**src/rtl/aes_pkg.sv**
```systemverilog
// aes_pkg: shared GF(2^8) helpers, InvMixColumns constants and FSM encoding for the AES decrypt datapath.
package aes_pkg;
    localparam logic [7:0] GF_POLY = 8'h1b;
    localparam logic [7:0] GF_09 = 8'h09;
    localparam logic [7:0] GF_0B = 8'h0b;
    localparam logic [7:0] GF_0D = 8'h0d;
    localparam logic [7:0] GF_0E = 8'h0e;

    typedef enum logic [1:0] {
        IDLE = 2'd0,
        BUSY = 2'd1,
        DONE = 2'd2
    } state_t;

    function automatic logic [7:0] xt(input logic [7:0] x);
        return {x[6:0], 1'b0} ^ (x[7] ? GF_POLY : 8'h00);
    endfunction

    // Constant multiply as a sum of repeated xtime terms selected by the bits of c.
    function automatic logic [7:0] gf_mul(input logic [7:0] x, input logic [7:0] c);
        logic [7:0] p;
        logic [7:0] r;
        p = x;
        r = 8'h00;
        for (int i = 0; i < 8; i++) begin
            r = r ^ (c[i] ? p : 8'h00);
            p = xt(p);
        end
        return r;
    endfunction
endpackage

```
**src/rtl/inv_mix_single_col.sv**
```systemverilog
// inv_mix_single_col: combinational InvMixColumns of one 32-bit column, row 0 in the top byte.
module inv_mix_single_col
    import aes_pkg::*;
(
    input  logic [31:0] col,
    output logic [31:0] res
);
    logic [7:0] a0, a1, a2, a3;

    assign {a0, a1, a2, a3} = col;

    assign res = {
        gf_mul(a0, GF_0E) ^ gf_mul(a1, GF_0B) ^ gf_mul(a2, GF_0D) ^ gf_mul(a3, GF_09),
        gf_mul(a0, GF_09) ^ gf_mul(a1, GF_0E) ^ gf_mul(a2, GF_0B) ^ gf_mul(a3, GF_0D),
        gf_mul(a0, GF_0D) ^ gf_mul(a1, GF_09) ^ gf_mul(a2, GF_0E) ^ gf_mul(a3, GF_0B),
        gf_mul(a0, GF_0B) ^ gf_mul(a1, GF_0D) ^ gf_mul(a2, GF_09) ^ gf_mul(a3, GF_0E)
    };
endmodule

```
**src/rtl/inv_mix_col_iter.sv**
```systemverilog
// inv_mix_col_iter: iterative InvMixColumns over a 128-bit state, COLS_PER_CYCLE columns per clock,
// with valid/ready handshakes on both sides.
module inv_mix_col_iter
    import aes_pkg::*;
#(
    parameter int COLS_PER_CYCLE = 1
) (
    input  logic         clk,
    input  logic         rst,
    input  logic [127:0] Data,
    input  logic         in_valid,
    output logic         in_ready,
    output logic [127:0] Data_OUT,
    output logic         out_valid,
    input  logic         out_ready
);
    localparam logic [1:0] STEP = 2'(COLS_PER_CYCLE);
    localparam logic [1:0] LAST = 2'(4 - COLS_PER_CYCLE);

    if (COLS_PER_CYCLE != 1 && COLS_PER_CYCLE != 2 && COLS_PER_CYCLE != 4) begin : g_bad_cols
        $error("COLS_PER_CYCLE must be 1, 2 or 4");
    end

    state_t            state, state_nxt;
    logic [1:0]        col_cnt;
    logic [3:0][31:0]  in_reg;
    logic [3:0][31:0]  out_cols;
    logic              capture;
    logic [1:0]        col_idx [COLS_PER_CYCLE];
    logic [31:0]       col_res [COLS_PER_CYCLE];

    // Column c lives in packed slot 3-c, i.e. slot ~c for a 2-bit index.
    for (genvar g = 0; g < COLS_PER_CYCLE; g++) begin : g_col
        assign col_idx[g] = col_cnt + 2'(g);
        inv_mix_single_col u_col (
            .col(in_reg[~col_idx[g]]),
            .res(col_res[g])
        );
    end

    always_ff @(posedge clk) begin
        if (rst) state <= IDLE;
        else     state <= state_nxt;
    end

    always_comb begin
        state_nxt = state;
        in_ready  = 1'b0;
        case (state)
            IDLE: begin
                in_ready  = 1'b1;
                state_nxt = in_valid ? BUSY : IDLE;
            end
            BUSY: state_nxt = (col_cnt == LAST) ? DONE : BUSY;
            DONE: begin
                in_ready  = out_ready;
                state_nxt = out_ready ? (in_valid ? BUSY : IDLE) : DONE;
            end
            default: state_nxt = IDLE;
        endcase
    end

    assign capture   = in_ready & in_valid;
    assign out_valid = (state == DONE);
    assign Data_OUT  = out_cols;

    always_ff @(posedge clk) begin
        if (rst) begin
            in_reg   <= '0;
            out_cols <= '0;
            col_cnt  <= '0;
        end else if (capture) begin
            in_reg  <= Data;
            col_cnt <= '0;
        end else if (state == BUSY) begin
            for (int g = 0; g < COLS_PER_CYCLE; g++) out_cols[~col_idx[g]] <= col_res[g];
            col_cnt <= col_cnt + STEP;
        end
    end
endmodule

```
**config.mk**
```make
export PLATFORM = sky130hd
export DESIGN_NAME = inv_mix_col_iter
export DESIGN_NICKNAME = d
export VERILOG_FILES = /design/src/rtl/aes_pkg.sv /design/src/rtl/inv_mix_single_col.sv /design/src/rtl/inv_mix_col_iter.sv
export SDC_FILE = /design/constraint.sdc
export NUM_CORES = 1
export LEC_CHECK = 0
export ABC_AREA = 1
export ABC_CLOCK_PERIOD_IN_PS = 2200
export CORE_UTILIZATION = 45
export DETAILED_ROUTE_END_ITERATION = 16
export PLACE_DENSITY = 0.7
export SETUP_SLACK_MARGIN = 0.15
export SLEW_MARGIN = 20
export SYNTH_ARGS = -nofsm -noshare
export SYNTH_HDL_FRONTEND = slang
export SYNTH_SLANG_ARGS = --single-unit
```
**constraint.sdc**
```tcl
create_clock -name clk -period 2.2 [get_ports clk]
set_input_delay 0.44 -clock clk [delete_from_list [all_inputs] [get_ports clk]]
set_output_delay 0.44 -clock clk [all_outputs]
set_load 0.01 [all_outputs]
```
==> results of run 1 <==
## kinds of logic (layout without fill, tap and decap cells)
logic type,after synthesis,after routing,synth area share (%)
other,0,3,0
XOR/XNOR,131,131,8.58
buffers and inverters,276,789,7.65
AND/OR/NAND/NOR,1339,1342,37.2
AO/OA/AOI/OAI,314,314,11.9
adder cells (fa/ha/maj),4,4,0.330
flip-flops,260,260,34.3
## critical path: cells and delay by family, from the launching register on
kind	cells	cell delay [ps]
flip-flops	1	420
AND/OR/NAND/NOR	14	1350
buffers and inverters	5	580
## per-layer routing
layer	routed length (um)	share of wire (%)	up-vias
met3	3570	5.9	140
li1	-	-	8320
met5	0	0	-
met1	24900	41	8093
met4	3010	5.0	0
met2	29000	48	642
## final cells by class
type                       instances  area (um^2)
tap                              442          553
clock inverter                    12          116
inverter                         167          663
timing repair buffer             571         5650
antenna                            3         7.51
fill                            2656         8550
multi-input combinational       1791        11300
clock buffer                      39          782
sequential                       260         5210
## worst min path at each step
stage / startpoint / to / slack (ps) / depth (start not counted)
2_1_floorplan: in_reg[52] / in_reg[52] / 440 / 2
5_1_grt: Data[25] / in_reg[25] / 440 / 3
3_5_place_dp: in_reg[103] / in_reg[103] / 460 / 2
3_3_place_gp: in_reg[122] / in_reg[122] / 450 / 2
6_report: Data[35] / in_reg[35] / 430 / 3
4_1_cts: Data[38] / in_reg[38] / 400 / 3
## power by group through the flow
| stage | clock [mW] | sequential (mW) | combinational (mW) |
|---|---|---|---|
| finish | 4.65 | 5.14 | 8.70 |
| global route | 4.87 | 5.16 | 9.30 |
| CTS | 4.70 | 5.13 | 7.99 |
| detailed placement | 0 | 5.22 | 6.69 |
| global placement | 0 | 5.22 | 6.60 |
| floorplan | 0 | 5.23 | 3.59 |
## layout by cell type, fill, tap and decap left out, types with 84 or more instances in the layout
| cell | Yosys | routed |
|---|---|---|
| buf_4 | 11 | 226 |
| o21a_1 | 84 | 84 |
| a21oi_1 | 171 | 164 |
| nand2_4 | 13 | 87 |
| nand2_1 | 1003 | 770 |
| inv_1 | 154 | 143 |
| nand3_1 | 238 | 130 |
| clkdlybuf4s50_1 | 0 | 258 |
| dfxtp_1 | 260 | 258 |
| nand3_2 | 7 | 96 |
| nand2_2 | 51 | 199 |
## per-stage QoR
| stage | power [mW] | TNS (ps) | cells | util [%] | hold WS (ps) |
|---|---|---|---|---|---|
| 4_1_cts | 17.8 | -15980 | 3257 | 70.5 | 402 |
| 3_5_place_dp | 11.9 | -36790 | 3152 | 60.6 | 455 |
| 6_report | 18.5 | -22820 | 3285 | 74.0 | 426 |
| 2_1_floorplan | 8.81 | 0 | 2324 | - | 444 |
| 3_3_place_gp | 11.8 | -32090 | 3152 | 60.6 | 453 |
| 5_1_grt | 19.3 | -37470 | 3285 | 74.0 | 436 |
## repair_timing
item,in CTS,in global routing
setup buffers,48,20
pin swaps,121,102
endpoints found under the hold margin,0,0
hold buffers,0,0
gates resized for setup,435,198
endpoints found under the setup margin,130,128
cloned,6,5
==> run_summary.xml, run 1 <==
<?xml version="1.0" encoding="UTF-8"?>
<metrics>
  <group name="synth">
    <metric name="seq_area_frac_synth" unit="%">34.3</metric>
    <metric name="yosysTopAreaCellShare" unit="%">34.3</metric>
    <metric name="postSynthRegisterBits" unit="">260</metric>
    <metric name="async_reset_ff_share" unit="%">0</metric>
    <metric name="synthesis.instances" unit="">2324</metric>
    <metric name="syn_area_per_cell" unit="um^2">6.53</metric>
    <metric name="postSynth.topFlopCell" unit="">dfxtp_1</metric>
    <metric name="synth_enable_flop_cells" unit="">0</metric>
    <metric name="synth.lib_cells_used.distinct" unit="">37</metric>
    <metric name="synth_common_cells" unit="">nand2_1, dfxtp_1, nand3_1, a21oi_1, inv_1</metric>
    <metric name="synth_nets" unit="">2460</metric>
    <metric name="syn-cell-area" unit="um^2">15200</metric>
    <metric name="synth_most_common_cell" unit="">nand2_1</metric>
    <metric name="synth_top_area_cell" unit="">dfxtp_1</metric>
    <metric name="yosys_warnings" unit="">0</metric>
    <metric name="synth_area_leaders" unit="">dfxtp_1, nand2_1, nand3_1, a21oi_1, xor2_1</metric>
  </group>
  <group name="worst_setup_path">
    <metric name="critPathRequiredTime" unit="ps">2660</metric>
    <metric name="critPathMaxStageDelay" unit="ps">420</metric>
    <metric name="crit_path_end_kind" unit="">flip-flop</metric>
    <metric name="timing.rr.end" unit="">Data_OUT[123]</metric>
    <metric name="critical_path_cell_by_cell" unit="">buf_4, buf_12, nand2_1, nand2_1, nand2_2, nand2_4, buf_4, nand3_2, nand2_4, buf_4, nand2_1, nand2_1, nand3_1, nand3_2, nand2_2, nand2_4, nand3_1, nand2_1, inv_1</metric>
    <metric name="startpoint_type" unit="">flip-flop</metric>
    <metric name="launching_instance_or_port_of_the_critical_path" unit="">col_cnt[0]</metric>
    <metric name="worstPathMaxFanout" unit="">21</metric>
    <metric name="crit_top_cell" unit="">nand2_1</metric>
    <metric name="timing.critical_path.arrival" unit="ps">2930</metric>
    <metric name="regToRegStartpoint" unit="">col_cnt[0]</metric>
    <metric name="timing.critical_path.slowest_stage_cell" unit="">dfxtp_4</metric>
    <metric name="internal_reg_to_reg_setup_slack" unit="ps">-270</metric>
    <metric name="timing_worst_setup_path_type" unit="">reg2reg</metric>
    <metric name="cp-endpoint" unit="">Data_OUT[123]</metric>
    <metric name="worst-r2r-cell-count" unit="">19</metric>
  </group>
  <group name="detailed_routing">
    <metric name="vias" unit="">17195</metric>
    <metric name="route.detailed.wl_per_inst" unit="um">18.4</metric>
    <metric name="number_of_design_rule_violations_left_by_the_first_detailed_router_iteration" unit="">1050</metric>
    <metric name="detail_route.wirelength" unit="um">60500</metric>
    <metric name="detail_route.drc_violations" unit="">0</metric>
    <metric name="firstDrtPassIters" unit="">5</metric>
    <metric name="via_per_inst" unit="">5.23</metric>
    <metric name="detail-route-antenna-nets" unit="">0</metric>
  </group>
  <group name="pwr">
    <metric name="cellPowerDensity" unit="nW/um^2">760</metric>
    <metric name="power.switching" unit="mW">7.21</metric>
    <metric name="ir_drop" unit="mV">0.623</metric>
    <metric name="leakagePower" unit="nW">11.2</metric>
    <metric name="intPower" unit="mW">11.3</metric>
    <metric name="power.share.combinational" unit="%">47.1</metric>
    <metric name="power.clock.fraction" unit="%">25.1</metric>
    <metric name="power.switching_fraction" unit="%">39.0</metric>
    <metric name="power_frac_seq" unit="%">27.8</metric>
  </group>
  <group name="layout">
    <metric name="area.growth.synth_to_final" unit="%">60.3</metric>
    <metric name="post_route_cells_drive_above_1_share" unit="%">31.1</metric>
    <metric name="num-nets-final" unit="">2955</metric>
    <metric name="post-route-cell-area" unit="um^2">24300</metric>
  </group>
  <group name="timing">
    <metric name="final_critical_path_setup_slack" unit="ps">-267</metric>
    <metric name="period_minus_slack" unit="ps">2470</metric>
    <metric name="finalSetupViolCount" unit="">128</metric>
    <metric name="max_clock_freq" unit="GHz">0.405</metric>
    <metric name="skew" unit="ps">12.0</metric>
    <metric name="setup_repair_after_global_routing_missed_its_margin" unit="">true</metric>
    <metric name="tightest_slew" unit="ps">616</metric>
    <metric name="post_route_clock_period_utilization" unit="%">112</metric>
    <metric name="finalMaxSlewViolations" unit="">0</metric>
    <metric name="timing_hold_violations_final" unit="">0</metric>
    <metric name="slew_headroom" unit="%">58.9</metric>
  </group>
  <group name="place">
    <metric name="place_congestion" unit="">0.959</metric>
    <metric name="place_ws" unit="ps">-393</metric>
    <metric name="place.port_buffers" unit="">261</metric>
    <metric name="place_hpwl" unit="um">44600</metric>
    <metric name="postPlaceCellArea" unit="um^2">19900</metric>
  </group>
  <group name="global_route">
    <metric name="grt_util_all_layers" unit="%">34.1</metric>
    <metric name="global_route.usage.met3" unit="%">4.21</metric>
    <metric name="global_routing_s_busiest_layer" unit="">met2</metric>
    <metric name="globalRouteMet2Util" unit="%">58.0</metric>
    <metric name="first_pass_grt_wire_length" unit="um">90000</metric>
    <metric name="antenna_found_initial" unit="">3</metric>
    <metric name="first_global_vias" unit="">16289</metric>
    <metric name="grt_max_degree" unit="">123</metric>
    <metric name="met1_usage" unit="%">42.4</metric>
    <metric name="overflow" unit="">0</metric>
  </group>
  <group name="clock_network">
    <metric name="max_root_sink_buffers" unit="">3</metric>
    <metric name="cts_sink_cnt" unit="">260</metric>
    <metric name="clock-root-buffer" unit="">clkbuf_16</metric>
    <metric name="clock_transition_time_at_the_flip_flop_clock_pins_of_the_worst_setup_and_hold_paths" unit="ps">60</metric>
    <metric name="clock_latency_on_the_worst_skew_pair" unit="ps">570</metric>
    <metric name="h-tree-depth" unit="">1</metric>
    <metric name="tritoncts" unit="">done</metric>
    <metric name="tritoncts.num_buffers" unit="">28</metric>
  </group>
  <group name="floorplan">
    <metric name="placeableCoreArea" unit="um^2">32900</metric>
    <metric name="floorplan.die.width" unit="um">186</metric>
    <metric name="initial_utilization" unit="%">46.1</metric>
    <metric name="rows" unit="">66</metric>
    <metric name="io-pin-count" unit="">262</metric>
    <metric name="die_h" unit="um">186</metric>
    <metric name="full_die_area" unit="um^2">34400</metric>
  </group>
  <group name="flow_run">
    <metric name="max_cap_viols" unit="">0</metric>
  </group>
  <group name="outcome">
    <metric name="outcome" unit="">complete, but fails checks</metric>
    <metric name="violated_checks" unit="">setup timing</metric>
  </group>
  <group name="min_path">
    <metric name="holdCritPathClass" unit="">in2reg</metric>
  </group>
</metrics>
Power figures use the tool's default switching activity.
==> inputs of run 2 (changes only) <==
--- a/config.mk
+++ b/config.mk
@@ -15,3 +15,4 @@
 export SYNTH_ARGS = -nofsm -noshare
 export SYNTH_HDL_FRONTEND = slang
 export SYNTH_SLANG_ARGS = --single-unit
+export TNS_END_PERCENT = 30
==> run_summary.xml, run 2 (synthesis results as in run 1) <==
<?xml version="1.0" encoding="UTF-8"?>
<metrics>
  <group name="layout">
    <metric name="finish.utilization" unit="%">70.8</metric>
    <metric name="layout_common_cells" unit="">nand2_1, dfxtp_1, clkdlybuf4s50_1, buf_4, nand3_1</metric>
    <metric name="final_cell_count_no_fill" unit="">3261</metric>
    <metric name="multiInputGateArea" unit="um^2">10500</metric>
    <metric name="num-nets-final" unit="">2931</metric>
    <metric name="sequential_cell_area" unit="um^2">5210</metric>
    <metric name="final_common_cell" unit="">nand2_1</metric>
    <metric name="area.growth.synth_to_final" unit="%">53.4</metric>
    <metric name="post_route_cells_drive_above_1_share" unit="%">25.8</metric>
    <metric name="filler_cell_count" unit="">2825</metric>
  </group>
  <group name="clock_network">
    <metric name="tritoncts" unit="">done</metric>
    <metric name="max_root_sink_buffers" unit="">3</metric>
    <metric name="clock_latency_on_the_worst_skew_pair" unit="ps">570</metric>
    <metric name="clock-root-buffer" unit="">clkbuf_16</metric>
    <metric name="h-tree-depth" unit="">1</metric>
    <metric name="clock_transition_time_at_the_flip_flop_clock_pins_of_the_worst_setup_and_hold_paths" unit="ps">60</metric>
    <metric name="cts_sink_cnt" unit="">260</metric>
    <metric name="tritoncts.num_buffers" unit="">28</metric>
  </group>
  <group name="min_path">
    <metric name="holdCritPathClass" unit="">in2reg</metric>
    <metric name="hold-path-endpoint" unit="">in_reg[38]</metric>
    <metric name="hold_path_depth" unit="">3</metric>
    <metric name="timing.hold.worst.start" unit="">Data[38]</metric>
  </group>
  <group name="place">
    <metric name="place.port_buffers" unit="">261</metric>
    <metric name="place_hpwl" unit="um">44600</metric>
    <metric name="placed_cells_incl_taps" unit="">3152</metric>
    <metric name="place_congestion" unit="">0.959</metric>
  </group>
  <group name="worst_setup_path">
    <metric name="critPathRequiredTime" unit="ps">2650</metric>
    <metric name="internal_reg_to_reg_setup_slack" unit="ps">-280</metric>
    <metric name="startpoint_type" unit="">flip-flop</metric>
    <metric name="critical_path_cell_by_cell" unit="">buf_8, buf_12, buf_16, nand2_2, nand3_2, nand2_4, xnor2_4, buf_6, xor2_4, xor2_1, buf_4, xnor2_1, buf_4, a21oi_1</metric>
    <metric name="worst-path-stages" unit="">14</metric>
    <metric name="crit_top_cell" unit="">buf_4</metric>
    <metric name="worst-path-buf-inv" unit="">6</metric>
    <metric name="timing.critical_path.arrival" unit="ps">2920</metric>
    <metric name="timing.critical_path.slowest_stage_cell" unit="">dfxtp_4</metric>
    <metric name="worstPathMaxFanout" unit="">7</metric>
    <metric name="regToRegStartpoint" unit="">col_cnt[0]</metric>
    <metric name="timing.rr.end" unit="">Data_OUT[30]</metric>
    <metric name="cpLargestDelayFamily" unit="">buffers and inverters</metric>
    <metric name="crit_path_end_kind" unit="">flip-flop</metric>
    <metric name="critPathMaxStageDelay" unit="ps">430</metric>
    <metric name="worst-r2r-cell-count" unit="">14</metric>
    <metric name="timing_worst_setup_path_type" unit="">reg2reg</metric>
  </group>
  <group name="floorplan">
    <metric name="placeableCoreArea" unit="um^2">32900</metric>
    <metric name="initial_utilization" unit="%">46.1</metric>
    <metric name="die_h" unit="um">186</metric>
    <metric name="full_die_area" unit="um^2">34400</metric>
    <metric name="io-pin-count" unit="">262</metric>
    <metric name="floorplan.die.width" unit="um">186</metric>
    <metric name="rows" unit="">66</metric>
  </group>
  <group name="timing">
    <metric name="finalSetupViolCount" unit="">128</metric>
    <metric name="final_critical_path_setup_slack" unit="ps">-276</metric>
    <metric name="setup_repair_after_global_routing_missed_its_margin" unit="">true</metric>
    <metric name="skew" unit="ps">12.2</metric>
    <metric name="post_route_clock_period_utilization" unit="%">113</metric>
    <metric name="max_clock_freq" unit="GHz">0.404</metric>
    <metric name="finalMaxSlewViolations" unit="">0</metric>
    <metric name="timing_hold_violations_final" unit="">0</metric>
    <metric name="setup_tns" unit="ps">-23450</metric>
    <metric name="slew_headroom" unit="%">58.9</metric>
    <metric name="period_minus_slack" unit="ps">2480</metric>
    <metric name="tightest_slew" unit="ps">616</metric>
  </group>
  <group name="detailed_routing">
    <metric name="detail-route-antenna-nets" unit="">0</metric>
    <metric name="number_of_design_rule_violations_left_by_the_first_detailed_router_iteration" unit="">997</metric>
    <metric name="detail_route.wirelength" unit="um">58800</metric>
    <metric name="wl_met3" unit="um">3110</metric>
    <metric name="firstDrtPassIters" unit="">7</metric>
    <metric name="via_per_inst" unit="">5.20</metric>
    <metric name="vias" unit="">16953</metric>
    <metric name="route.top_layer_used" unit="">met4</metric>
    <metric name="detail_route.drc_violations" unit="">0</metric>
    <metric name="met2WireLength" unit="um">28000</metric>
    <metric name="route.detailed.wl_per_inst" unit="um">18.0</metric>
    <metric name="m1WireLength" unit="um">24800</metric>
  </group>
  <group name="outcome">
    <metric name="outcome" unit="">complete, but fails checks</metric>
    <metric name="violated_checks" unit="">setup timing</metric>
  </group>
  <group name="pwr">
    <metric name="ir_drop" unit="mV">0.601</metric>
    <metric name="cellPowerDensity" unit="nW/um^2">772</metric>
    <metric name="leakagePower" unit="nW">10.8</metric>
  </group>
  <group name="global_route">
    <metric name="overflow" unit="">0</metric>
    <metric name="grt_util_all_layers" unit="%">33.4</metric>
    <metric name="first_global_vias" unit="">15927</metric>
    <metric name="grt_max_degree" unit="">123</metric>
    <metric name="antenna_found_initial" unit="">3</metric>
    <metric name="first_pass_grt_wire_length" unit="um">88200</metric>
  </group>
  <group name="flow_run">
    <metric name="max_cap_viols" unit="">0</metric>
  </group>
</metrics>
run 2: cell types whose count changed in the layout (fill, tap and decap cells not counted), moves of 9 or more:
| cell | delta |
|---|---|
| nand2_2 | -58 |
| nand2_4 | -16 |
| buf_4 | -11 |
| nand3_4 | -9 |
| nand3_1 | +40 |
| nand2_1 | +79 |
| nand3_2 | -31 |
| buf_6 | -9 |
run 2: report_power, final:
group	internal, mW	switching (mW)
Clock	2.62	2.03
Combinational	3.44	4.75
Sequential	4.97	0.161
run 2: layout make-up:
cell class | instances | share of cell area (%)
clock inverters | 12 | 0.500
clock buffers | 39 | 3.36
multi-input cells | 1789 | 45.3
repair buffers | 549 | 23.2
flip-flops and latches | 260 | 22.4
well taps | 442 | 2.38
inverters | 167 | 2.82
diodes | 3 | 0.0323
run 2: timing repair:
action	in CTS	in global routing
setup endpoints to repair	130	130
pin swaps	86	46
endpoints found under the hold margin	0	0
setup buffers	37	12
gates cloned	3	3
gates resized for setup	309	131
hold buffers	0	0
run 2: metrics by stage:
| step | setup WS [ps] | hold slack, ps | instance area [um^2] | total power [mW] |
|---|---|---|---|---|
| 2_1_floorplan | 152 | 444 | 15200 | 8.81 |
| 3_5_place_dp | -393 | 455 | 19900 | 11.9 |
| 3_3_place_gp | -374 | 453 | 19900 | 11.8 |
| 4_1_cts | -233 | 402 | 22500 | 17.5 |
| 6_report | -276 | 425 | 23300 | 18.0 |
| 5_1_grt | -417 | 436 | 23300 | 18.8 |
run 2: how the worst max path moves through the flow:
stage          startpoint       endpoint  slack (ps)
3_3_place_gp   col_cnt[0]   Data_OUT[17]        -370
3_5_place_dp   col_cnt[0]    Data_OUT[1]        -390
2_1_floorplan  col_cnt[1]    Data_OUT[1]         150
6_report       col_cnt[0]   Data_OUT[30]        -280
4_1_cts        col_cnt[0]  Data_OUT[127]        -230
5_1_grt        col_cnt[0]   Data_OUT[12]        -420
run 2: layer usage:
metal,up-vias,track usage (%)
li1,8270,-
met1,7975,42.6
met2,584,57.0
met3,124,3.27
met4,0,14.9
met5,-,0
run 2: worst register-to-register path, delay by kind of cell, from the launching register on:
kind | cells | cell delay [ps]
xor gates and xnor gates | 4 | 760
and+or+nand+nor | 3 | 230
buffers and inverters | 6 | 900
DFF | 1 | 430
AOI/OAI and AO/OA | 1 | 60
==> inputs of run 3 (changes only) <==
--- a/config.mk
+++ b/config.mk
@@ -7,6 +7,7 @@
 export LEC_CHECK = 0
 export ABC_AREA = 1
 export ABC_CLOCK_PERIOD_IN_PS = 2200
+export CORE_MARGIN = 2
 export CORE_UTILIZATION = 45
 export DETAILED_ROUTE_END_ITERATION = 16
 export PLACE_DENSITY = 0.7
==> run_summary.xml, run 3 (synthesis results as in run 1) <==
<?xml version="1.0" encoding="UTF-8"?>
<metrics>
  <group name="outcome">
    <metric name="outcome" unit="">complete, but fails checks</metric>
    <metric name="violated_checks" unit="">setup timing</metric>
  </group>
  <group name="layout">
    <metric name="layout_common_cells" unit="">nand2_1, dfxtp_1, clkdlybuf4s50_1, buf_4, nand3_1</metric>
    <metric name="post-route-cell-area" unit="um^2">22800</metric>
    <metric name="antenna-diode-count" unit="">0</metric>
    <metric name="area.growth.synth_to_final" unit="%">50.0</metric>
    <metric name="post_route_cells_drive_above_1_share" unit="%">23.8</metric>
    <metric name="final_cell_count_no_fill" unit="">3265</metric>
    <metric name="final_common_cell" unit="">nand2_1</metric>
    <metric name="num-nets-final" unit="">2935</metric>
  </group>
  <group name="worst_setup_path">
    <metric name="worstPathMaxFanout" unit="">9</metric>
    <metric name="timing.critical_path.arrival" unit="ps">2990</metric>
    <metric name="timing_worst_setup_path_type" unit="">reg2reg</metric>
    <metric name="critPathRequiredTime" unit="ps">2650</metric>
    <metric name="startpoint_type" unit="">flip-flop</metric>
    <metric name="crit_path_end_kind" unit="">flip-flop</metric>
  </group>
  <group name="timing">
    <metric name="final_critical_path_setup_slack" unit="ps">-340</metric>
    <metric name="tightest_slew" unit="ps">596</metric>
    <metric name="post_route_clock_period_utilization" unit="%">115</metric>
    <metric name="finalMaxSlewViolations" unit="">0</metric>
    <metric name="skew" unit="ps">28.4</metric>
    <metric name="max_clock_freq" unit="GHz">0.394</metric>
    <metric name="period_minus_slack" unit="ps">2540</metric>
    <metric name="slew_headroom" unit="%">59.9</metric>
    <metric name="timing_hold_violations_final" unit="">0</metric>
    <metric name="setup_repair_after_global_routing_missed_its_margin" unit="">true</metric>
    <metric name="finalSetupViolCount" unit="">128</metric>
  </group>
  <group name="clock_network">
    <metric name="tritoncts" unit="">done</metric>
    <metric name="max_root_sink_buffers" unit="">3</metric>
    <metric name="tritoncts.num_buffers" unit="">27</metric>
    <metric name="h-tree-depth" unit="">1</metric>
    <metric name="cts_sink_cnt" unit="">260</metric>
    <metric name="clock_latency_on_the_worst_skew_pair" unit="ps">570</metric>
    <metric name="clock_transition_time_at_the_flip_flop_clock_pins_of_the_worst_setup_and_hold_paths" unit="ps">60</metric>
    <metric name="clock-root-buffer" unit="">clkbuf_16</metric>
  </group>
  <group name="detailed_routing">
    <metric name="detail-route-antenna-nets" unit="">0</metric>
    <metric name="detail_route.drc_violations" unit="">0</metric>
    <metric name="vias" unit="">16599</metric>
    <metric name="via_per_inst" unit="">5.08</metric>
    <metric name="firstDrtPassIters" unit="">5</metric>
    <metric name="wl_met3" unit="um">3080</metric>
    <metric name="number_of_design_rule_violations_left_by_the_first_detailed_router_iteration" unit="">1188</metric>
    <metric name="met2WireLength" unit="um">27200</metric>
    <metric name="detail_route.wirelength" unit="um">56700</metric>
    <metric name="m1WireLength" unit="um">24200</metric>
    <metric name="route.top_layer_used" unit="">met4</metric>
    <metric name="route.detailed.wl_per_inst" unit="um">17.4</metric>
  </group>
  <group name="global_route">
    <metric name="first_pass_grt_wire_length" unit="um">87000</metric>
    <metric name="grt_max_degree" unit="">123</metric>
    <metric name="first_global_vias" unit="">15773</metric>
    <metric name="grt_util_all_layers" unit="%">31.3</metric>
    <metric name="antenna_found_initial" unit="">0</metric>
    <metric name="overflow" unit="">0</metric>
  </group>
  <group name="pwr">
    <metric name="power.share.combinational" unit="%">43.8</metric>
    <metric name="power.clock.fraction" unit="%">26.9</metric>
    <metric name="power.switching" unit="mW">6.58</metric>
    <metric name="intPower" unit="mW">11.0</metric>
    <metric name="power.switching_fraction" unit="%">37.4</metric>
    <metric name="leakagePower" unit="nW">10.6</metric>
    <metric name="power_frac_seq" unit="%">29.3</metric>
    <metric name="ir_drop" unit="mV">0.604</metric>
    <metric name="cellPowerDensity" unit="nW/um^2">772</metric>
  </group>
  <group name="place">
    <metric name="postPlaceCellArea" unit="um^2">20000</metric>
    <metric name="placed_cells_incl_taps" unit="">3172</metric>
    <metric name="place_hpwl" unit="um">43700</metric>
    <metric name="place_congestion" unit="">1.01</metric>
    <metric name="place.port_buffers" unit="">261</metric>
  </group>
  <group name="min_path">
    <metric name="holdCritPathClass" unit="">in2reg</metric>
  </group>
  <group name="floorplan">
    <metric name="rows" unit="">67</metric>
    <metric name="floorplan.die.width" unit="um">188</metric>
    <metric name="placeableCoreArea" unit="um^2">33400</metric>
    <metric name="die_h" unit="um">188</metric>
    <metric name="initial_utilization" unit="%">45.5</metric>
    <metric name="full_die_area" unit="um^2">35200</metric>
    <metric name="io-pin-count" unit="">262</metric>
  </group>
  <group name="flow_run">
    <metric name="max_cap_viols" unit="">0</metric>
  </group>
</metrics>
[run 3: power by group through the flow]
stage	logic (mW)	clock network (mW)	registers, mW
after floorplan	3.59	0	5.23
after global placement	6.47	0	5.23
after detailed placement	6.56	0	5.23
after CTS	7.11	4.79	5.14
after global routing	8.30	4.98	5.17
final	7.70	4.73	5.14
[run 3: timing repair]
action / in CTS / in global routing
endpoints found under the hold margin: 0 / 0
buffers inserted: 20 / 20
cloned: 4 / 2
resized for setup: 160 / 158
hold buffers: 0 / 0
pin swaps: 33 / 78
setup endpoints to repair: 130 / 130
[run 3: critical path, stage by stage, from the launching register on]
cell     delay (ps)
dfxtp_4         490
buf_6           150
buf_16          130
nand2_2          80
nand3_2         100
nand2_4          90
buf_4           160
xnor2_4         170
xor2_1          200
xor2_1          190
xor2_1          290
buf_4           200
nand2_1          60
nand2_1          70
inv_1            30
[run 3: area by class of cell]
class	count	area (um^2)
Clock buffer	37	763
Tap cell	448	561
Sequential cell	260	5210
Inverter	167	647
Timing Repair inverter	1	8.76
Fill cell	2959	10600
Timing Repair Buffer	553	5320
Multi-Input combinational cell	1789	10100
Clock inverter	10	153
[run 3: through the flow]
step | util [%] | hold WS, ps | setup TNS (ps) | setup slack [ps] | total power, mW
floorplan | - | 444 | 0 | 152 | 8.81
detailed placement | 60.0 | 455 | -37020 | -422 | 11.8
global route | 68.2 | 420 | -47760 | -472 | 18.4
global placement | 60.0 | 454 | -31920 | -377 | 11.7
CTS | 65.5 | 412 | -28870 | -326 | 17.0
finish | 68.2 | 427 | -29700 | -340 | 17.6
[run 3: routing by layer]
layer  track usage [%]  vias to the layer above
met5                 0                        -
met4              11.7                        0
met3              3.69                       94
met2              54.1                      550
met1              40.1                     7664
li1                  -                     8291
[run 3: worst paths after layout]
kind                                   from          end  slack [ps]  cells past startpoint
worst max-delay path             col_cnt[0]  Data_OUT[7]        -340                     14
worst min-delay path               Data[37]   in_reg[37]         430                      3
worst max register to register   col_cnt[0]  Data_OUT[7]        -340                     14
worst min register to register  in_reg[106]  in_reg[106]         470                      2
